### config.mk
export PLATFORM = sky130hd
export DESIGN_NAME = ifetch_unit_flat
export DESIGN_NICKNAME = d
export VERILOG_FILES = /design/src/rtl/ifetch_unit_pkg.sv /design/src/rtl/ifetch_unit_if.sv /design/src/rtl/ifetch_queue.sv /design/src/rtl/ifetch_unit.sv /design/src/flat_wrapper.sv
export SDC_FILE = /design/constraint.sdc
export NUM_CORES = 1
export LEC_CHECK = 0
export CAP_MARGIN = 20
export CORE_MARGIN = 3
export CORE_UTILIZATION = 30
export DETAILED_ROUTE_END_ITERATION = 8
export PLACE_DENSITY = 0.54
export SKIP_CTS_REPAIR_TIMING = 1
export SKIP_LAST_GASP = 1
export SYNTH_ARGS = -nofsm -noshare
export SYNTH_HDL_FRONTEND = slang
export SYNTH_HIERARCHICAL = 1
export SYNTH_SLANG_ARGS = --single-unit
### constraint.sdc
create_clock -name clock -period 3.09 [get_ports clock]
set_input_delay 0.4635 -clock clock [delete_from_list [all_inputs] [get_ports clock]]
set_output_delay 0.4635 -clock clock [all_outputs]
set_load 0.05 [all_outputs]
### src/rtl/ifetch_unit_pkg.sv
// ifetch_unit_pkg: shared vectors, slot layout and address helper for the fetch stage
package ifetch_unit_pkg;
  localparam logic [31:0] RESET = 32'h8000_0000;
  localparam logic [31:0] ILLOP = 32'h8000_0004;
  localparam logic [31:0] XADR = 32'h8000_0008;
  localparam int SUPERVISOR_BIT = 31;
  typedef struct packed {
    logic [31:0] inst;
    logic [31:0] pc;
    logic filled;
    logic fault;
  } slot_t;
  function automatic logic [31:0] imem_word_addr(input logic [31:0] pc);
    return {1'b0, pc[SUPERVISOR_BIT-1:2], 2'b00};
  endfunction
endpackage

### src/rtl/ifetch_unit_if.sv
// ifetch_unit_if: imem request/response bus and decode valid/ready handoff
interface ifetch_unit_if;
  logic imem_req;
  logic [31:0] imem_addr;
  logic imem_gnt;
  logic imem_rvalid;
  logic [31:0] imem_rdata;
  logic imem_err;
  logic dec_valid;
  logic dec_ready;
  logic [31:0] dec_inst;
  logic [31:0] dec_pc;
  logic dec_fault;
  modport master (
    output imem_req, imem_addr, dec_valid, dec_inst, dec_pc, dec_fault,
    input imem_gnt, imem_rvalid, imem_rdata, imem_err, dec_ready
  );
  modport slave (
    input imem_req, imem_addr, dec_valid, dec_inst, dec_pc, dec_fault,
    output imem_gnt, imem_rvalid, imem_rdata, imem_err, dec_ready
  );
endinterface

### src/rtl/ifetch_queue.sv
// ifetch_queue: in-order slot storage with head/fill/tail pointers and flush
module ifetch_queue
  import ifetch_unit_pkg::*;
#(
  parameter int DEPTH = 2,
  parameter int PTR_W = 1
) (
  input  logic clock,
  input  logic reset,
  input  logic push,
  input  logic [31:0] push_pc,
  input  logic fill,
  input  logic [31:0] fill_inst,
  input  logic fill_fault,
  input  logic pop,
  input  logic flush,
  input  logic keep_head,
  output logic [PTR_W:0] count,
  output logic [PTR_W:0] unfilled,
  output slot_t head_slot
);
  localparam logic [PTR_W:0] ONE = (PTR_W+1)'(1);
  slot_t slots [DEPTH];
  logic [PTR_W:0] head, fill_p, tail, head_nx, flush_to;
  logic keep;
  // pointers carry one extra wrap bit so full and empty stay distinguishable
  assign count = tail - head;
  assign unfilled = tail - fill_p;
  assign head_slot = slots[head[PTR_W-1:0]];
  assign head_nx = head + (PTR_W+1)'(pop);
  assign keep = keep_head & ~pop & (count != '0) & (unfilled != count);
  assign flush_to = head_nx + (PTR_W+1)'(keep);
  always_ff @(posedge clock or negedge reset) begin
    if (!reset) begin
      slots <= '{default: '0};
      head <= '0;
      fill_p <= '0;
      tail <= '0;
    end else if (flush) begin
      head <= head_nx;
      tail <= flush_to;
      fill_p <= flush_to;
    end else begin
      if (push) begin
        slots[tail[PTR_W-1:0]] <= '{inst: '0, pc: push_pc, filled: 1'b0, fault: 1'b0};
        tail <= tail + ONE;
      end
      if (fill) begin
        slots[fill_p[PTR_W-1:0]].inst <= fill_inst;
        slots[fill_p[PTR_W-1:0]].filled <= 1'b1;
        slots[fill_p[PTR_W-1:0]].fault <= fill_fault;
        fill_p <= fill_p + ONE;
      end
      head <= head_nx;
    end
  end
endmodule

### src/rtl/ifetch_unit.sv
// ifetch_unit: fetch stage with request gating, response dropping and redirect flush
// IFETCH_FAULT_EN: capture imem_err per slot and present it as dec_fault with a zeroed instruction
module ifetch_unit
  import ifetch_unit_pkg::*;
#(
  parameter int DEPTH = 2,
  parameter int PTR_W = 1
) (
  input  logic clock,
  input  logic reset,
  input  logic [31:0] fetch_pc,
  input  logic redirect,
  output logic pc_advance,
  ifetch_unit_if.master bus
);
  localparam int DROP_W = PTR_W + 4;
  logic [PTR_W:0] count, unfilled;
  slot_t head;
  logic [DROP_W-1:0] drop_cnt;
  logic accept, pop, has_unf, rsp_ok, fill_now, head_byp, fill_fault, rsp_legal;
  assign bus.imem_req = reset & ~redirect & ~count[PTR_W];
  assign bus.imem_addr = reset ? imem_word_addr(fetch_pc) : '0;
  assign accept = bus.imem_req & bus.imem_gnt;
  assign pc_advance = accept & ~redirect;
  assign has_unf = unfilled != '0;
  assign rsp_ok = bus.imem_rvalid & (drop_cnt == '0) & has_unf;
  assign rsp_legal = bus.imem_rvalid & ((drop_cnt != '0) | has_unf);
  assign fill_now = rsp_ok & ~redirect;
`ifdef IFETCH_FAULT_EN
  assign fill_fault = bus.imem_err;
`else
  assign fill_fault = 1'b0;
`endif
  // a response landing on an unfilled head is forwarded so zero-wait memory costs one cycle
  assign head_byp = rsp_ok & (unfilled == count);
  assign bus.dec_valid = (count != '0) & (head.filled | head_byp);
  assign bus.dec_fault = head.filled ? head.fault : head_byp & fill_fault;
  assign bus.dec_inst = bus.dec_fault ? '0 : (head.filled | ~head_byp) ? head.inst : bus.imem_rdata;
  assign bus.dec_pc = head.pc;
  assign pop = bus.dec_valid & bus.dec_ready;
  ifetch_queue #(.DEPTH(DEPTH), .PTR_W(PTR_W)) u_queue (
    .clock(clock),
    .reset(reset),
    .push(accept),
    .push_pc(fetch_pc),
    .fill(fill_now),
    .fill_inst(bus.imem_rdata),
    .fill_fault(fill_fault),
    .pop(pop),
    .flush(redirect),
    .keep_head(1'b0),
    .count(count),
    .unfilled(unfilled),
    .head_slot(head)
  );
  // responses still owed for flushed slots, including ones owed from earlier redirects
  always_ff @(posedge clock or negedge reset) begin
    if (!reset) drop_cnt <= '0;
    else if (redirect) drop_cnt <= drop_cnt + DROP_W'(unfilled) - DROP_W'(rsp_legal);
    else if (bus.imem_rvalid & (drop_cnt != '0)) drop_cnt <= drop_cnt - DROP_W'(1);
  end
  rsp_expected: assert property (@(posedge clock) disable iff (!reset) bus.imem_rvalid |-> (drop_cnt != '0) || has_unf)
    else $error("imem response with nothing outstanding");
endmodule
### src/flat_wrapper.sv
// flat-port wrapper written by rule: the top's interface ports become plain ports
module ifetch_unit_flat import ifetch_unit_pkg::*;
#(
  parameter int DEPTH = 2,
  parameter int PTR_W = 1
)
  (clock, reset, fetch_pc, redirect, pc_advance, bus_imem_req, bus_imem_addr, bus_dec_valid, bus_dec_inst, bus_dec_pc, bus_dec_fault, bus_imem_gnt, bus_imem_rvalid, bus_imem_rdata, bus_imem_err, bus_dec_ready);
  ifetch_unit_if bus_i ();
  input  logic clock;
  input  logic reset;
  input  logic [31:0] fetch_pc;
  input  logic redirect;
  output logic pc_advance;
  output wire logic [$bits(bus_i.imem_req)-1:0] bus_imem_req;
  output wire logic [$bits(bus_i.imem_addr)-1:0] bus_imem_addr;
  output wire logic [$bits(bus_i.dec_valid)-1:0] bus_dec_valid;
  output wire logic [$bits(bus_i.dec_inst)-1:0] bus_dec_inst;
  output wire logic [$bits(bus_i.dec_pc)-1:0] bus_dec_pc;
  output wire logic [$bits(bus_i.dec_fault)-1:0] bus_dec_fault;
  input wire logic [$bits(bus_i.imem_gnt)-1:0] bus_imem_gnt;
  input wire logic [$bits(bus_i.imem_rvalid)-1:0] bus_imem_rvalid;
  input wire logic [$bits(bus_i.imem_rdata)-1:0] bus_imem_rdata;
  input wire logic [$bits(bus_i.imem_err)-1:0] bus_imem_err;
  input wire logic [$bits(bus_i.dec_ready)-1:0] bus_dec_ready;
  assign bus_imem_req = bus_i.imem_req;
  assign bus_imem_addr = bus_i.imem_addr;
  assign bus_dec_valid = bus_i.dec_valid;
  assign bus_dec_inst = bus_i.dec_inst;
  assign bus_dec_pc = bus_i.dec_pc;
  assign bus_dec_fault = bus_i.dec_fault;
  assign bus_i.imem_gnt = bus_imem_gnt;
  assign bus_i.imem_rvalid = bus_imem_rvalid;
  assign bus_i.imem_rdata = bus_imem_rdata;
  assign bus_i.imem_err = bus_imem_err;
  assign bus_i.dec_ready = bus_dec_ready;
  ifetch_unit #(.DEPTH(DEPTH), .PTR_W(PTR_W)) u_core (.clock(clock), .reset(reset), .fetch_pc(fetch_pc), .redirect(redirect), .pc_advance(pc_advance), .bus(bus_i));
endmodule
==> impl_metrics.toml, run 1 <==
[synthesis]
synth_area_per_cell_um2 = 11.1
synth_top_family_by_area = "multiplexers"
synth_edf_count = 0
ys.flop_type = "dfrtp_1"
synth-seq-area-share_pct = 46.5
mappedNetlistArea_um2 = 7700
synthAdderAreaFrac_pct = 2.54
synthesis.instances = 693
synth-seq-cells = 143
synth_top_cell_area_share_pct = 46.5
synth-simple-area-share_pct = 10.9
ys_warn_count = 6
synth-compound-area-share_pct = 9.67
async_flop_share_pct = 100
ys_top_cells_by_area = "dfrtp_1 46%, mux2_2 18%, nand2_1 5.1%"
synth_xor_area_share_pct = 2.24
synthDistinctLibCells = 44
synth_area_leader_cell = "dfrtp_1"
synth_mux_area_share_pct = 23.6

[global_route]
grt_pass1_wl_um = 33500
grt_pass1_vias = 6102
overflow = 0
grt_usage_pct = 15.0
grt_antenna_before_repair = 0
grt_max_degree = 65

[run_status]
violations = "setup timing"
status = "complete, but fails checks"

[flow_run]
max_cap_viol_count = 0

[sta]
fin_crit_ps = 3430
setup_viol = 32
worstMarginPinSlew_ps = 986
relSlewSlack_pct = 34.1
setup_slack_ps = -342
max_freq_mhz = 291
finalMaxSlewViolations = 0
setup_tns_ps = -10030
finalClockSkew_ps = 20.1
finalHoldViolations = 0
rsz0062_at_grt = "yes"
finalCritPeriodShare_pct = 111

[floorplanning]
dieWidth_um = 166
die_y_um = 166
rows = 57
ioPinCount = 171
die-area_um2 = 27600
start_util_pct = 31.1
core_area_um2 = 24700

[setup_path]
crit_chain = "ha_4 -> xnor2_4 -> xnor2_2 -> buf_4 -> xor2_2 -> nor4_4 -> buf_12 -> buf_4 -> buf_12 -> mux2i_4 -> o21ai_2 -> buf_12"
critical-path-top-delay-family = "buffers and inverters"
critPathBufInv = 5
max_stage_delay_ps = 420
crit_fanout = 9
crit_type = "reg -> out"
start_kind = "flip-flop"
reg2reg_slack_ps = 140
crit_slowest_cell = "dfrtp_1"
cp-end-kind = "primary output"
required_ps = 2630
cp_data_arrival_time_ps = 2970
cp_common_cell = "buf_12"

[clock_tree]
htreeDepth = 4
cts_tree = "built"
clk_pin_slew_ps = 60
cts_made_buffers = 17
cts_buffer_depth = 2
cts.root.buffer_cell = "clkbuf_16"
clock_latency_ps = 430
clkSinkCount = 143

[detailed_routing]
ant_nets = 0
via_count = 5816
drc = 0
routed_wirelength_um = 20800
drt-pass1-iter-count = 4
routedWlPerCell_um = 17.0
drtIter0Drc = 283
vias_per_cell = 4.75

[finish]
diodes = 0
drive_gt1_share_pct = 39.1
syn_to_final_growth_pct = 45.6
utilization_pct = 45.3
final_common_cell = "dfrtp_1"
layout_common_cells = "142 x dfrtp_1, 122 x mux2_2, 104 x nand2_1"
fin_nets = 973

[pwr]
peakVddDrop_mv = 0.460
leakage_nw = 4.88
p_total_mw = 12.0
power_density_nw_per_um2 = 1070

[placed_design]
port_buffers = 166
hpwl_um = 13400
gp_congestion = 0.729

[worst_hold_path]
hp-class = "in -> async"
-- cell type report --
class | instances | area [um^2]
inverters | 18 | 67.6
multi-input cells | 488 | 4130
clock inverters | 14 | 144
flip-flops and latches | 143 | 3580
well taps | 324 | 405
clock buffers | 18 | 429
fillers | 2311 | 13500
repair buffers | 219 | 2450
-- metrics by stage --
stage	setup WS, ps	instance area (um^2)	hold WS, ps	std cells
6_report	-342	11200	482	1224
5_1_grt	-447	11200	499	1224
4_1_cts	-362	10800	-112	1209
3_5_place_dp	47.1	10200	352	1177
3_3_place_gp	78.0	10200	350	1177
2_1_floorplan	-7.78	7840	168	698
-- per-layer routing --
layer  routed length, um  part of all wire [%]  global-route usage [%]  up-vias
li1                    -                     -                       -     2791
met1                9860                    47                    20.5     2873
met2                9550                    46                    23.3      144
met3                1270                   6.1                    4.64        8
met4                 136                  0.65                    3.47        0
met5                   0                     0                       0        -
-- final timing paths --
kind	from	endpoint	cells after the start
max in group asynchronous	reset	u_core/u_queue/slots[127]$_DFFE_PN0N_	4
hold reg to reg	flip-flop	flip-flop	1
min in group clock	flip-flop	flip-flop	1
setup reg to reg	u_core/u_queue/fill_p[0]$_DFFE_PN0P_	u_core/u_queue/tail[0]$_DFFE_PN0P_	13
setup / recovery	u_core/u_queue/fill_p[0]$_DFFE_PN0P_	bus_dec_inst[25]	12
hold / removal	reset	asynchronous set/reset pin	2
-- logic make-up after synthesis --
| kind of cell | Yosys count |
|---|---|
| compound gates | 116 |
| xor+xnor | 18 |
| fa+ha+maj | 15 |
| buf+inv | 67 |
| flops | 143 |
| mux | 165 |
| other cells | 1 |
| simple gates | 168 |
-- synthesized netlist by cell type, drive strengths merged (2+ instances only) --
library cell / instances
xor2: 7
nand2: 104
xnor2: 10
ha: 14
clkbuf: 13
buf: 36
and3b: 2
a21boi: 2
a21oi: 40
mux2: 131
or3: 3
nor2: 7
a22o: 33
mux2i: 34
o21ai: 35
nor3b: 3
inv: 18
dfrtp: 143
nor3: 2
and2: 33
nand3: 5
nand2b: 2
nor2b: 4
-- power breakdown --
group | internal (mW) | switching [mW] | total (mW)
registers | 2.57 | 0.370 | 2.94
logic | 3.09 | 3.92 | 7.02
clock network | 1.13 | 0.890 | 2.02
total | 6.80 | 5.18 | 12.0
No activity file was read; power rests on OpenSTA's default activity.
==> run 2, diff against run 1 <==
Settings changed: CTS_BUF_LIST set to sky130_fd_sc_hd__clkbuf_16.
==> run 2 against run 1 <==
  * The flow still finishes with violations (setup timing)
  * Critical path depth did not move
  * Final cell count unchanged
  * Sequential power barely moved
  * Utilization is the same
  * Combinational power about the same
  * Clock power is essentially flat
  * Critical endpoint unchanged
  * Largest power group unchanged
  * Highest routed layer unchanged
==> impl_metrics.toml, run 2 (synthesis results as in run 1) <==
[finish]
utilization_pct = 45.3
drive_gt1_share_pct = 39.1
diodes = 0
fin_nets = 973
final_common_cell = "dfrtp_1"
layout_common_cells = "142 x dfrtp_1, 122 x mux2_2, 104 x nand2_1"
syn_to_final_growth_pct = 45.6

[detailed_routing]
top_layer_used = "met4"
routedWlPerCell_um = 17.0
wl_met3_um = 1250
via_count = 5817
routed_wirelength_um = 20800
drtIter0Drc = 283
ant_nets = 0
wl_met2_um = 9550
drt-pass1-iter-count = 4
wl_met1_um = 9890
drc = 0
vias_per_cell = 4.75

[floorplanning]
die-area_um2 = 27600
core_area_um2 = 24700
rows = 57
die_y_um = 166
dieWidth_um = 166
start_util_pct = 31.1
ioPinCount = 171

[setup_path]
worstReg2RegStart = "u_core/u_queue/fill_p[0]$_DFFE_PN0P_"
r2r-end = "u_core/u_queue/tail[0]$_DFFE_PN0P_"
critPathCapture = "bus_dec_inst[25]"
start_kind = "flip-flop"
cp_data_arrival_time_ps = 2970
crit_type = "reg -> out"
reg2reg_slack_ps = 140
cp-end-kind = "primary output"
crit_fanout = 9
crit_path_start = "u_core/u_queue/fill_p[0]$_DFFE_PN0P_"
required_ps = 2630
rr_worst_depth = 13

[global_route]
grt_usage_pct = 15.0
grt_pass1_vias = 6102
overflow = 0
grt_max_degree = 65
grt_pass1_wl_um = 33500
grt_antenna_before_repair = 0

[sta]
fin_crit_ps = 3430
worstMarginPinSlew_ps = 992
rsz0062_at_grt = "yes"
relSlewSlack_pct = 33.7
setup_viol = 32
finalHoldViolations = 0
finalCritPeriodShare_pct = 111
setup_tns_ps = -10000
setup_slack_ps = -342
max_freq_mhz = 291
finalMaxSlewViolations = 0
finalClockSkew_ps = 22.6

[run_status]
violations = "setup timing"
status = "complete, but fails checks"

[placed_design]
gp_congestion = 0.729
port_buffers = 166
place_ws_ps = 47.1
hpwl_um = 13400

[clock_tree]
cts_made_buffers = 17
cts.root.buffer_cell = "clkbuf_16"
clkSinkCount = 143
clk_pin_slew_ps = 60
htreeDepth = 4
cts_buffer_depth = 2
clock_latency_ps = 430
cts_tree = "built"

[pwr]
p_total_mw = 12.0
peakVddDrop_mv = 0.460
leakage_nw = 4.89
power_density_nw_per_um2 = 1070

[worst_hold_path]
hp-class = "in -> async"

[flow_run]
max_cap_viol_count = 0
-- run 2: cell types whose count changed in the layout (fill, tap and decap cells not counted), sizes merged --
cell    previous run  this run
clkbuf            19        18
inv               26        27
-- run 2: area by class of cell --
| type | instances | area, um^2 |
|---|---|---|
| Fill cell | 2311 | 13500 |
| Tap cell | 324 | 405 |
| Inverter | 18 | 67.6 |
| Clock buffer | 17 | 425 |
| Clock inverter | 15 | 148 |
| Multi-Input combinational cell | 488 | 4130 |
| Timing Repair Buffer | 219 | 2450 |
| Sequential cell | 143 | 3580 |
-- run 2: per-stage QoR --
stage | instances | hold slack, ps | cell area, um^2
after floorplan | 698 | 168 | 7840
after global placement | 1177 | 350 | 10200
after detailed placement | 1177 | 352 | 10200
after CTS | 1209 | -112 | 10800
after global routing | 1224 | 499 | 11200
final | 1224 | 482 | 11200
-- run 2: routing by layer --
metal | global-route usage, % | vias to the layer above
li1 | - | 2790
met1 | 20.5 | 2877
met2 | 23.3 | 142
met3 | 4.64 | 8
met4 | 3.47 | 0
met5 | 0 | -
-- run 2: worst min-delay path by stage --
stage | end | slack (ps) | cells after the start
final | asynchronous set/reset pin | 480 | 2
after floorplan | u_core/drop_cnt[0]$_DFFE_PN0P_ | 170 | 0
after global routing | flip-flop | 500 | 1
after CTS | asynchronous set/reset pin | -110 | 1
after detailed placement | asynchronous set/reset pin | 350 | 1
after global placement | asynchronous set/reset pin | 350 | 1
-- run 2: power by group --
part           internal, mW  leakage (nW)  switching, mW
logic                  3.09          2.74           3.92
clock network          1.13         0.273          0.891
registers              2.57          1.88          0.370
-- run 2: critical path: stages (launching register included) --
cell     delay (ps)
dfrtp_1         420
ha_4            190
xnor2_4         150
xnor2_2         160
buf_4           160
xor2_2          180
nor4_4          360
buf_12          160
buf_4           110
buf_12          150
mux2i_4         250
o21ai_2          90
buf_12          150
==> run 3, diff against run 2 <==
Settings changed: PLACE_DENSITY 0.54 to 0.53.
==> run 3 against run 2 <==
  * The flow still finishes with violations (setup timing)
  * Global-route usage shrank 0.098 points
  * Clock skew shrank 11 ps
  * Clock-buffer cell count is the same
  * Design area shrank 1.5%
  * Clock power grew 7%
  * Final cell count shrank 0.90%
  * Worst setup slack gained 160 ps
==> impl_metrics.toml, run 3 (synthesis results as in run 1) <==
[finish]
fin_nets = 962
final_common_cell = "dfrtp_1"
instances_no_fill = 1213
syn_to_final_growth_pct = 43.5
diodes = 0
drive_gt1_share_pct = 36.6
layout_common_cells = "142 x dfrtp_1, 122 x mux2_2, 104 x nand2_1"
stdcell_area_um2 = 11000

[sta]
relSlewSlack_pct = 36.8
finalClockSkew_ps = 11.5
fin_crit_ps = 3280
finalHoldViolations = 0
finalCritPeriodShare_pct = 106
rsz0062_at_grt = "yes"
max_freq_mhz = 305
finalMaxSlewViolations = 0
setup_viol = 32
setup_slack_ps = -186
worstMarginPinSlew_ps = 945

[detailed_routing]
drtIter0Drc = 161
wl_met1_um = 9970
top_layer_used = "met4"
wl_met3_um = 1270
via_count = 5773
drt-pass1-iter-count = 6
routedWlPerCell_um = 17.2
drc = 0
routed_wirelength_um = 20800
wl_met2_um = 9440
vias_per_cell = 4.76
ant_nets = 0

[global_route]
grt_antenna_before_repair = 0
grt_max_degree = 64
grt_pass1_wl_um = 33500
grt_pass1_vias = 6133
overflow = 0
grt_usage_pct = 14.9

[setup_path]
required_ps = 2630
start_kind = "flip-flop"
critPathBufInv = 5
critical-path-top-delay-family = "buffers and inverters"
cp-end-kind = "primary output"
cp_data_arrival_time_ps = 2810
crit_fanout = 8
crit_slowest_cell = "dfrtp_1"
crit_chain = "inv_2 -> ha_4 -> xnor2_4 -> xnor2_2 -> buf_4 -> xor2_2 -> nor4_4 -> buf_4 -> clkbuf_16 -> mux2i_1 -> o21ai_2 -> buf_12"
crit_type = "reg -> out"
max_stage_delay_ps = 360
cp_common_cell = "buf_4"

[pwr]
combPwrFrac_pct = 57.4
leakage_nw = 4.83
pwr-share-seq_pct = 24.5
switching_share_pct = 43.1
internal_power_mw = 6.80
p_sw_mw = 5.15
peakVddDrop_mv = 0.454
p_clk_share_pct = 18.1
power_density_nw_per_um2 = 1080

[placed_design]
dp_cells = 1175
port_buffers = 166
hpwl_um = 13500
gp_congestion = 0.701
place_area_um2 = 10200

[floorplanning]
core_area_um2 = 24700
ioPinCount = 171
start_util_pct = 31.1
rows = 57
die-area_um2 = 27600
die_y_um = 166
dieWidth_um = 166

[clock_tree]
cts_buffer_depth = 2
clock_latency_ps = 420
clk_pin_slew_ps = 70
cts_made_buffers = 17
cts_tree = "built"
htreeDepth = 4
cts.root.buffer_cell = "clkbuf_16"
clkSinkCount = 143

[run_status]
violations = "setup timing"
status = "complete, but fails checks"

[worst_hold_path]
hp-class = "reg -> reg"

[flow_run]
max_cap_viol_count = 0
## run 3: final cells by class
cell class / instances / area (um^2)
fill: 2314 / 13700
multi-input combinational: 488 / 4020
sequential: 143 / 3580
timing repair buffer: 208 / 2350
clock buffer: 17 / 425
tap: 324 / 405
clock inverter: 15 / 198
inverter: 18 / 67.6
## run 3: power groups by stage
stage                     logic (mW)  clock network, mW  registers (mW)
after floorplan                 4.51                  0            2.86
after global placement          6.66                  0            2.93
after detailed placement        6.69                  0            2.94
after CTS                       6.71               2.22            2.91
after global routing            7.37               2.31            3.03
final                           6.86               2.16            2.93
## run 3: per-layer routing
layer	track usage [%]	vias up
li1	-	2769
met1	20.2	2851
met2	23.5	141
met3	4.55	12
met4	3.07	0
met5	0	-
## run 3: worst paths after layout
check | startpoint | end | slack (ps) | depth (start not counted)
hold / removal | flip-flop | flip-flop | 480 | 1
setup / recovery | u_core/u_queue/tail[0]$_DFFE_PN0P_ | bus_dec_inst[17] | -190 | 12
setup reg to reg | u_core/u_queue/tail[0]$_DFFE_PN0P_ | u_core/u_queue/tail[0]$_DFFE_PN0P_ | 100 | 14
hold reg to reg | flip-flop | flip-flop | 480 | 1
max in group asynchronous | reset | u_core/u_queue/head[0]$_DFF_PN0_ | 1040 | 4
min in group asynchronous | reset | asynchronous set/reset pin | 500 | 2
## run 3: worst reg2reg max path, cell delays in order, from the launching register on
cell	delay (ps)
dfrtp_1	360
inv_2	60
ha_4	170
xnor2_4	220
xnor2_2	130
buf_4	160
xor2_2	180
nor4_4	230
buf_4	210
o22a_2	190
and2_1	180
ha_2	290
ha_1	280
nor2_1	170
a21oi_1	60
## run 3: metrics by stage
| step | power [mW] | utilization (%) | TNS, ps | setup slack, ps | hold slack, ps |
|---|---|---|---|---|---|
| after floorplan | 7.37 | - | -242 | -7.78 | 168 |
| after global placement | 9.59 | 41.3 | 0 | 22.4 | 351 |
| after detailed placement | 9.63 | 41.3 | 0 | 33.5 | 351 |
| after CTS | 11.8 | 43.8 | -11500 | -431 | -102 |
| after global routing | 12.7 | 44.6 | -10420 | -340 | 508 |
| final | 11.9 | 44.6 | -4860 | -186 | 481 |
